## src/rtl/lifting_dwt_1d.sv

```systemverilog
`default_nettype none
// ============================================================================
//  Module      : lifting_dwt_1d
//  Description : One-level 1-D integer wavelet transform of a pixel line.
//                Haar (mode=0) or LeGall 5/3 (mode=1) lifting with symmetric
//                boundary extension, one input sample per cycle and one
//                registered output pair stage with valid/ready flow control.
//  Ports       : clk, rst                - clock, synchronous active-high reset
//                mode                    - transform select, latched at line start
//                in_valid/in_ready       - input handshake
//                in_data, in_last        - unsigned pixel, end-of-line marker
//                out_valid/out_ready     - output handshake
//                out_low, out_high       - s[k], d[k] (two's complement, DW+2 bits)
//                out_last                - final pair of the line
//                err                     - one-cycle pulse on odd-length line
//  Revision    : 1.0 - initial release
// ============================================================================
module lifting_dwt_1d #(
    parameter int DW = 8,
    parameter int CW = 7
) (
    input  logic          clk,
    input  logic          rst,
    input  logic          mode,
    input  logic          in_valid,
    output logic          in_ready,
    input  logic [DW-1:0] in_data,
    input  logic          in_last,
    output logic          out_valid,
    input  logic          out_ready,
    output logic [DW+1:0] out_low,
    output logic [DW+1:0] out_high,
    output logic          out_last,
    output logic          err
);

    localparam int W = DW + 2;
    localparam logic signed [W-1:0] C_TWO = W'(2);

    typedef enum logic [1:0] {
        ST_FIRST = 2'd0,
        ST_ODD   = 2'd1,
        ST_EVEN  = 2'd2
    } state_t;

    state_t                r_state;
    logic                  r_mode;
    logic [CW-1:0]         r_count;
    logic signed [W-1:0]   r_even;     // even[k] of the pair being built
    logic signed [W-1:0]   r_odd;      // odd[k], LeGall waits for even[k+1]
    logic signed [W-1:0]   r_dprev;    // d[k-1]
    logic                  r_have_d;   // r_dprev holds a valid d[k-1]
    logic                  r_valid;
    logic                  r_last;
    logic                  r_err;
    logic signed [W-1:0]   r_low;
    logic signed [W-1:0]   r_high;

    logic                  w_acc;
    logic                  w_odd_pos;
    logic                  w_pair;
    logic                  w_err;
    logic signed [W-1:0]   w_x;
    logic signed [W-1:0]   w_haar_d;
    logic signed [W-1:0]   w_haar_s;
    logic signed [W-1:0]   w_lg_next_even;
    logic signed [W-1:0]   w_lg_odd;
    logic signed [W-1:0]   w_lg_esum;
    logic signed [W-1:0]   w_lg_d;
    logic signed [W-1:0]   w_lg_dp;
    logic signed [W-1:0]   w_lg_dsum;
    logic signed [W-1:0]   w_lg_s;
    logic signed [W-1:0]   w_s;
    logic signed [W-1:0]   w_d;

    assign in_ready  = !r_valid || out_ready;
    assign w_acc     = in_valid && in_ready;
    assign w_x       = $signed({2'b00, in_data});
    // Position parity within the line; the counter is reset on every line
    // end, and its LSB stays correct across wrap because 2^CW is even.
    assign w_odd_pos = r_count[0];

    // Haar lifting on (even[k], odd[k]) when odd[k] arrives.
    assign w_haar_d = w_x - r_even;
    assign w_haar_s = r_even + (w_haar_d >>> 1);

    // LeGall lifting for pair k. In EVEN state the incoming sample is
    // even[k+1] and odd[k] is registered; on a last odd sample the incoming
    // sample is odd[K-1] and even[K] mirrors even[K-1].
    assign w_lg_next_even = (r_state == ST_ODD) ? r_even : w_x;
    assign w_lg_odd       = (r_state == ST_ODD) ? w_x : r_odd;
    assign w_lg_esum      = r_even + w_lg_next_even;
    assign w_lg_d         = w_lg_odd - (w_lg_esum >>> 1);
    assign w_lg_dp        = r_have_d ? r_dprev : w_lg_d;   // d[-1] = d[0]
    assign w_lg_dsum      = w_lg_dp + w_lg_d + C_TWO;
    assign w_lg_s         = r_even + (w_lg_dsum >>> 2);

    assign w_s = r_mode ? w_lg_s : w_haar_s;
    assign w_d = r_mode ? w_lg_d : w_haar_d;

    // A pair leaves on: any odd sample in Haar; in LeGall, a non-final even
    // sample (k>=1) or the final odd sample. A final even sample yields err.
    assign w_pair = (r_state == ST_ODD && (!r_mode || in_last)) ||
                    (r_state == ST_EVEN && r_mode && !in_last);
    assign w_err  = w_acc && in_last && !w_odd_pos;

    always_ff @(posedge clk) begin
        if (rst) begin
            r_state  <= ST_FIRST;
            r_mode   <= 1'b0;
            r_count  <= '0;
            r_even   <= '0;
            r_odd    <= '0;
            r_dprev  <= '0;
            r_have_d <= 1'b0;
            r_valid  <= 1'b0;
            r_last   <= 1'b0;
            r_err    <= 1'b0;
            r_low    <= '0;
            r_high   <= '0;
        end else begin
            r_err <= w_err;

            if (w_acc && w_pair) begin
                r_valid <= 1'b1;
                r_low   <= w_s;
                r_high  <= w_d;
                r_last  <= in_last;
            end else if (out_ready) begin
                r_valid <= 1'b0;
                r_last  <= 1'b0;
            end

            if (w_acc) begin
                if (in_last) begin
                    // Line complete or aborted: drop all line history.
                    r_state  <= ST_FIRST;
                    r_count  <= '0;
                    r_have_d <= 1'b0;
                end else begin
                    r_count <= r_count + 1'b1;
                    case (r_state)
                        ST_FIRST: begin
                            r_mode   <= mode;
                            r_even   <= w_x;
                            r_have_d <= 1'b0;
                            r_state  <= ST_ODD;
                        end
                        ST_ODD: begin
                            r_odd   <= w_x;
                            r_state <= ST_EVEN;
                        end
                        ST_EVEN: begin
                            r_even  <= w_x;
                            r_state <= ST_ODD;
                            if (r_mode) begin
                                r_dprev  <= w_lg_d;
                                r_have_d <= 1'b1;
                            end
                        end
                        default: r_state <= ST_FIRST;
                    endcase
                end
            end
        end
    end

    assign out_valid = r_valid;
    assign out_low   = r_low;
    assign out_high  = r_high;
    assign out_last  = r_last;
    assign err       = r_err;

endmodule
`default_nettype wire

```

## config.mk

```make
export PLATFORM = sky130hd
export DESIGN_NAME = lifting_dwt_1d
export DESIGN_NICKNAME = d
export VERILOG_FILES = /design/src/rtl/lifting_dwt_1d.sv
export SDC_FILE = /design/constraint.sdc
export NUM_CORES = 1
export LEC_CHECK = 0
export CORE_ASPECT_RATIO = 1.2
export CORE_MARGIN = 2
export CORE_UTILIZATION = 60
export CTS_BUF_LIST = sky130_fd_sc_hd__clkbuf_8
export CTS_CLUSTER_SIZE = 16
export DETAILED_ROUTE_END_ITERATION = 8
export PLACE_DENSITY = 0.91
export REMOVE_ABC_BUFFERS = 1
export SYNTH_ARGS = -nofsm -noshare
export SYNTH_HDL_FRONTEND = slang
export SYNTH_SLANG_ARGS = --single-unit
```

## constraint.sdc

```tcl
create_clock -name clk -period 9.25 [get_ports clk]
set_input_delay 2.3125 -clock clk [delete_from_list [all_inputs] [get_ports clk]]
set_output_delay 2.3125 -clock clk [all_outputs]
set_load 0.05 [all_outputs]
```

== Yosys cells after proc, flatten, opt, wreduce, memory -nomap -nowiden ==
Cells that the tools add are included.

* Reduce and logical (&&, ||, !) cells: 23
* Bitwise operators: 1
* Mux-type cells: 14
* Add/sub/neg operators: 8
* Equal/unequal tests: 3

{| class="wikitable"
|+ Operators with widths
! operator !! number
|-
| $mux 10 || 4
|-
| $add 9x8->10 || 2
|-
| $add 10x10->10 || 1
|-
| $add 10x3->10 const B || 1
|-
| $sub 10x9->10 || 1
|-
| $add 8x8->9 || 1
|-
| $reduce_and 3->1 || 3
|-
| $sub 8x8->9 || 1
|-
| $mux 8 || 1
|-
| $add 7x1->7 const B || 1
|-
| $logic_and 1x1->1 || 7
|-
| $mux 7 || 1
|-
| $mux 1 || 5
|-
| $logic_not 1->1 || 4
|-
| $pmux 2 s2 || 1
|-
| $reduce_and 4->1 || 1
|-
| $logic_or 1x1->1 || 3
|-
| $ne 3x3->1 const B || 1
|-
| $reduce_bool 3->1 || 1
|-
| $eq 2x1->1 const B || 1
|-
| $eq 2x2->1 const B || 1
|-
| $logic_not 2->1 || 1
|-
| $mux 2 || 1
|-
| $pmux 1 s2 || 1
|-
| other kinds (4) || 4
|}

* Input port bits: 14
* Output and inout port bits: 24
* Bits in registers: 62

== Longest topological paths before layout ==
* Depth in word-level cells: 9
* Depth in mapped cells: 34
* Mapped depth without buffers: 32

== Worst setup path before layout ==
Ideal clock, no wire load.

* Path kind: input-to-reg
* Start point: in in_data[1]
* End point: reg r_low[8], in the netlist out_low[8]
* Library setup time: 0.120 ns
* Required time: 9.130 ns
* Path buffers: 0
* Data arrival time: 7.160 ns
* Path slack: 1.970 ns
* Stages: 29
* Cell sequence: nand2_1 o21ai_0 ha_1 inv_1 o21bai_1 a21o_1 a21o_1 a21o_1 a21o_1 a21oi_1 xor2_1 ha_1 a21boi_1 o21a_1 nor2_1 xnor2_1 mux2_2 ha_1 ha_1 or3_1 o211ai_1 xor2_1 nand4_1 mux2_4 nand3_4 ha_1 o21bai_1 xnor2_1 a21oi_1

* Word-level cells in the longest chain between the ends: 8
* Elaborated cells on any way between the ends: 11

{| class="wikitable"
|+ RTL lines
! item !! RTL line !! source
|-
| start, declared || 27 || <nowiki>input logic [DW-1:0] in_data,</nowiki>
|-
| $mux 8 || 90 || <nowiki>assign w_lg_next_even = (r_state == ST_ODD) ? r_even : w_x;</nowiki>
|-
| $add 8x8->9 || 92 || <nowiki>assign w_lg_esum = r_even + w_lg_next_even;</nowiki>
|-
| $sub 10x9->10 (*) || 93 || <nowiki>assign w_lg_d = w_lg_odd - (w_lg_esum >>> 1);</nowiki>
|-
| via w_lg_d[8] || 69 || <nowiki>logic signed [W-1:0] w_lg_d;</nowiki>
|-
| $mux 10 || 94 || <nowiki>assign w_lg_dp = r_have_d ? r_dprev : w_lg_d;</nowiki>
|-
| $add 10x10->10 (*) || 95 || <nowiki>assign w_lg_dsum = w_lg_dp + w_lg_d + C_TWO;</nowiki>
|-
| $add 10x3->10 (*) || 95 ||
|-
| $add 9x8->10 (*) || 96 || <nowiki>assign w_lg_s = r_even + (w_lg_dsum >>> 2);</nowiki>
|-
| $mux 10 (*) || 98 || <nowiki>assign w_s = r_mode ? w_lg_s : w_haar_s;</nowiki>
|-
| end signal, assigned || 126 || <nowiki>r_low <= w_s;</nowiki>
|-
| end, declared || 56 || <nowiki>logic signed [W-1:0] r_low;</nowiki>
|}

Mark *: on every way through the listed nets, which the timed path passes. The rest lies on a longest branch.
A chain may end at the register's enable or synchronous reset.

== Final worst setup path ==
Ends and elaborated chain as after synthesis.

==> metrics.txt <==
Crit path top cell by count ha_1; antenna violations before repair 0; vias 3,689; Die H 95.64 µm; Peak Freq 121.5 MHz; DRT iter0 DRCs between 200 and 250; # clock sinks 56; Detail Route Antenna Nets 0; status finished clean; CTS Root Cell clkbuf_8; PD cells around 210 nW/µm²; TNS Setup 0 ns; sequential share of the synthesized area between 20% and 30%; synth-to-layout area growth 11.35%; CTS tree done; Worst Path Arrival 8.45 ns; critical path's slowest cell clkdlybuf4s50_1; Setup WS pre-CTS 0.8509 ns; vias in the first global route 3,742; Worst Skew 0.01221 ns; clock power share 14.7%; crit path capture out_low[8]; r2r endpoint out_low[8]; Design Area, Final about 4700 µm²; met3 Resource Use GR 4.545%; Final Hold Viols 0; minimum clock period between 8 and 9 ns; R2R Setup Slk 2.32 ns; initial cell density of the core 61.63%; post-CTS sizing 0; drt pass-1 iters 4; total track usage 27.54%; layer with the highest usage met2; # IOs 38; Post-Route WL 9783 µm; Sw Pwr 0.4157 mW; Slew @ Worst Pin 0.9398 ns; Post-DP Area 4583 µm²; ANT cells 0; gpl congestion 0.9295; share of cells above drive strength 1 6.180%; critical path class in -> reg; synth unique cells 58; M1 GR Usage 32.45%; multi-input logic area approximately 2800 µm²; Seq pwr share between 20% and 30%; post-route clock period utilization 88.99%; RSZ-0062 raised after global routing no; most common cell after layout, fill and taps aside nand2_1; PortBufs 37; Post-synth EDFFs 0; slew margin rel. 37.35%; max cap viols 0; Static Leak 1.979 nW; slack of the critical path 1.018 ns; critical path launch point type input pin; Mapped Avg Cell Area 8.282 µm²; Hold Buf Count CTS 0; WP data required ~9.5 ns; Worst Setup SP in_data[1]; Slew Viols, Final 0; Post-layout nets 600; synth warn 0; setup violators final 0; global-route wire length before repair 16,700 µm; Yosys reg bits 56; Global Route met2 Usage 49.38%; Cell Int Power about 0.55 mW; hold_ws 0.4563 ns; Die Area 7686 µm²; maximum VDD drop roughly 0.10 mV; FF-to-FF Start r_state[0]; Fillers 529; # rows 33; CTS H-tree depth 2; Reg area 1121 µm²; Mapped Cells between 500 and 600; grt total ovfl 0; Crit. End Element flip-flop; Worst-path clk slew around 0.11 ns; most frequent cells in the layout nand2_1, nor2_1, dfxtp_1, ha_1, clkdlybuf4s50_1; Sw Share 43.10%; WL/cell 15.75 µm; largest net degree at the start of global routing 49; postcts setup bufs 0; FF-to-FF path depth 29; top_reg_cell synth dfxtp_1; CORE AREA between 6000 and 7000 µm²; chip width 80.37 µm; CP max stage delay 0.59 ns; Gate power share 58.6%; worst-skew pair later-pin latency 0.33 ns; Cell Area, Synth 4199 µm²; maximum root-to-sink buffer count 2; vias per cell slightly below 6; DRC viols 0; Hold Path Class reg -> reg; ys async rst share 0%; post-DP HPWL between 7000 and 8000 µm; crit path max fanout 5; CTS Buf Count 5
[stage by stage]
step,util [%],std cells,power [mW]
finish,68.63,621,0.9646
global route,68.63,621,1.040
CTS,68.63,621,0.9629
detailed placement,67.27,613,0.8136
global placement,67.27,613,0.7809
floorplan,-,484,0.6931
[worst max-delay path: cells and delay by family]
kind / cells / cell delay [ns]
muxes: 2 / 0.53
AOI/OAI and AO/OA: 10 / 1.52
adders and majority gates: 6 / 1.84
xor gates and xnor gates: 3 / 0.81
buffers and inverters: 3 / 0.75
and+or+nand+nor: 6 / 0.68
[logic make-up (layout without fill, tap and decap cells)]
group | Yosys count | in the layout | synth area share [%]
mux | 29 | 29 | 7.240
buf+inv | 54 | 81 | 5.989
simple gates | 160 | 160 | 17.34
xor+xnor | 31 | 31 | 6.466
fa+ha+maj | 53 | 53 | 16.69
compound gates | 124 | 124 | 19.58
flops | 56 | 56 | 26.70
[final cells by class]
class	count	area share, %
clock inverter	3	0.5084
sequential	56	23.98
inverter	31	2.489
tap	87	2.328
clock buffer	5	1.472
multi-input combinational	397	60.50
timing repair buffer	42	8.724
[cell usage after synthesis, types with 2 or more instances]
cell type  number  area [µm²]
o21ai_0        18       90.09
a311oi_1        6       52.55
nand2_1        59       221.5
o21ai_1         8       40.04
mux2_2          6       67.56
a21oi_2         2       17.52
a31o_1          2       17.52
mux2i_1        21       210.2
xor2_1         10       87.58
nand3_1         3       15.01
dfxtp_1        56        1121
inv_2           2       7.510
o21bai_1        6       45.04
xnor2_1        21       183.9
o22ai_1         2       12.51
nor2b_1         7       43.79
a21o_1         16       120.1
buf_8           2       30.03
ha_1           48       600.6
nand2b_1        5       31.28
or3_1           2       12.51
clkbuf_1       13       48.80
a21oi_1        34       170.2
buf_6           3       33.78
o211ai_1        2       15.01
and2_1          3       18.77
buf_1           2       7.510
o21a_1          2       15.01
fa_1            5       100.1
nor2_1         57       214.0
inv_1          29       108.9
and3_1          4       25.02
a211oi_1       10       75.07
o2111ai_1       2       17.52
nor3_1         10       50.05
buf_2           3       15.01
a31oi_1         5       31.28
[flip-flops by register name, indices dropped and copies added, names as in the netlist]
name and count:
err 1, r_mode 1, out_last 1, r_count 1, r_state 2, out_high 10, r_even 8, r_odd 10
out_low 10, out_valid 1, r_dprev 10, r_have_d 1
[worst min-delay path by stage]
stage / start / to / slack [ns] / cells after the start
2_1_floorplan: r_count[0] / err / 0.42 / 1
3_3_place_gp: r_count[0] / err / 0.44 / 1
3_5_place_dp: out_low[5] / out_low[5] / 0.45 / 2
4_1_cts: out_low[5] / out_low[5] / 0.46 / 2
5_1_grt: out_low[5] / out_low[5] / 0.49 / 2
6_report: out_low[5] / out_low[5] / 0.46 / 2
[per-layer routing]
metal | wire length (µm) | part of all wire, %
met1 | 4009 | 41
met2 | 5114 | 52
met3 | 398 | 4.1
met4 | 260 | 2.7
met5 | 0 | 0
[power groups by stage]
stage / clock network [mW] / registers (mW) / logic [mW]
floorplan: 0 / 0.277 / 0.416
global placement: 0 / 0.262 / 0.518
detailed placement: 0 / 0.263 / 0.551
CTS: 0.143 / 0.257 / 0.562
global route: 0.154 / 0.259 / 0.627
finish: 0.142 / 0.258 / 0.565
Note: power is estimated with default switching activity, not from simulation.
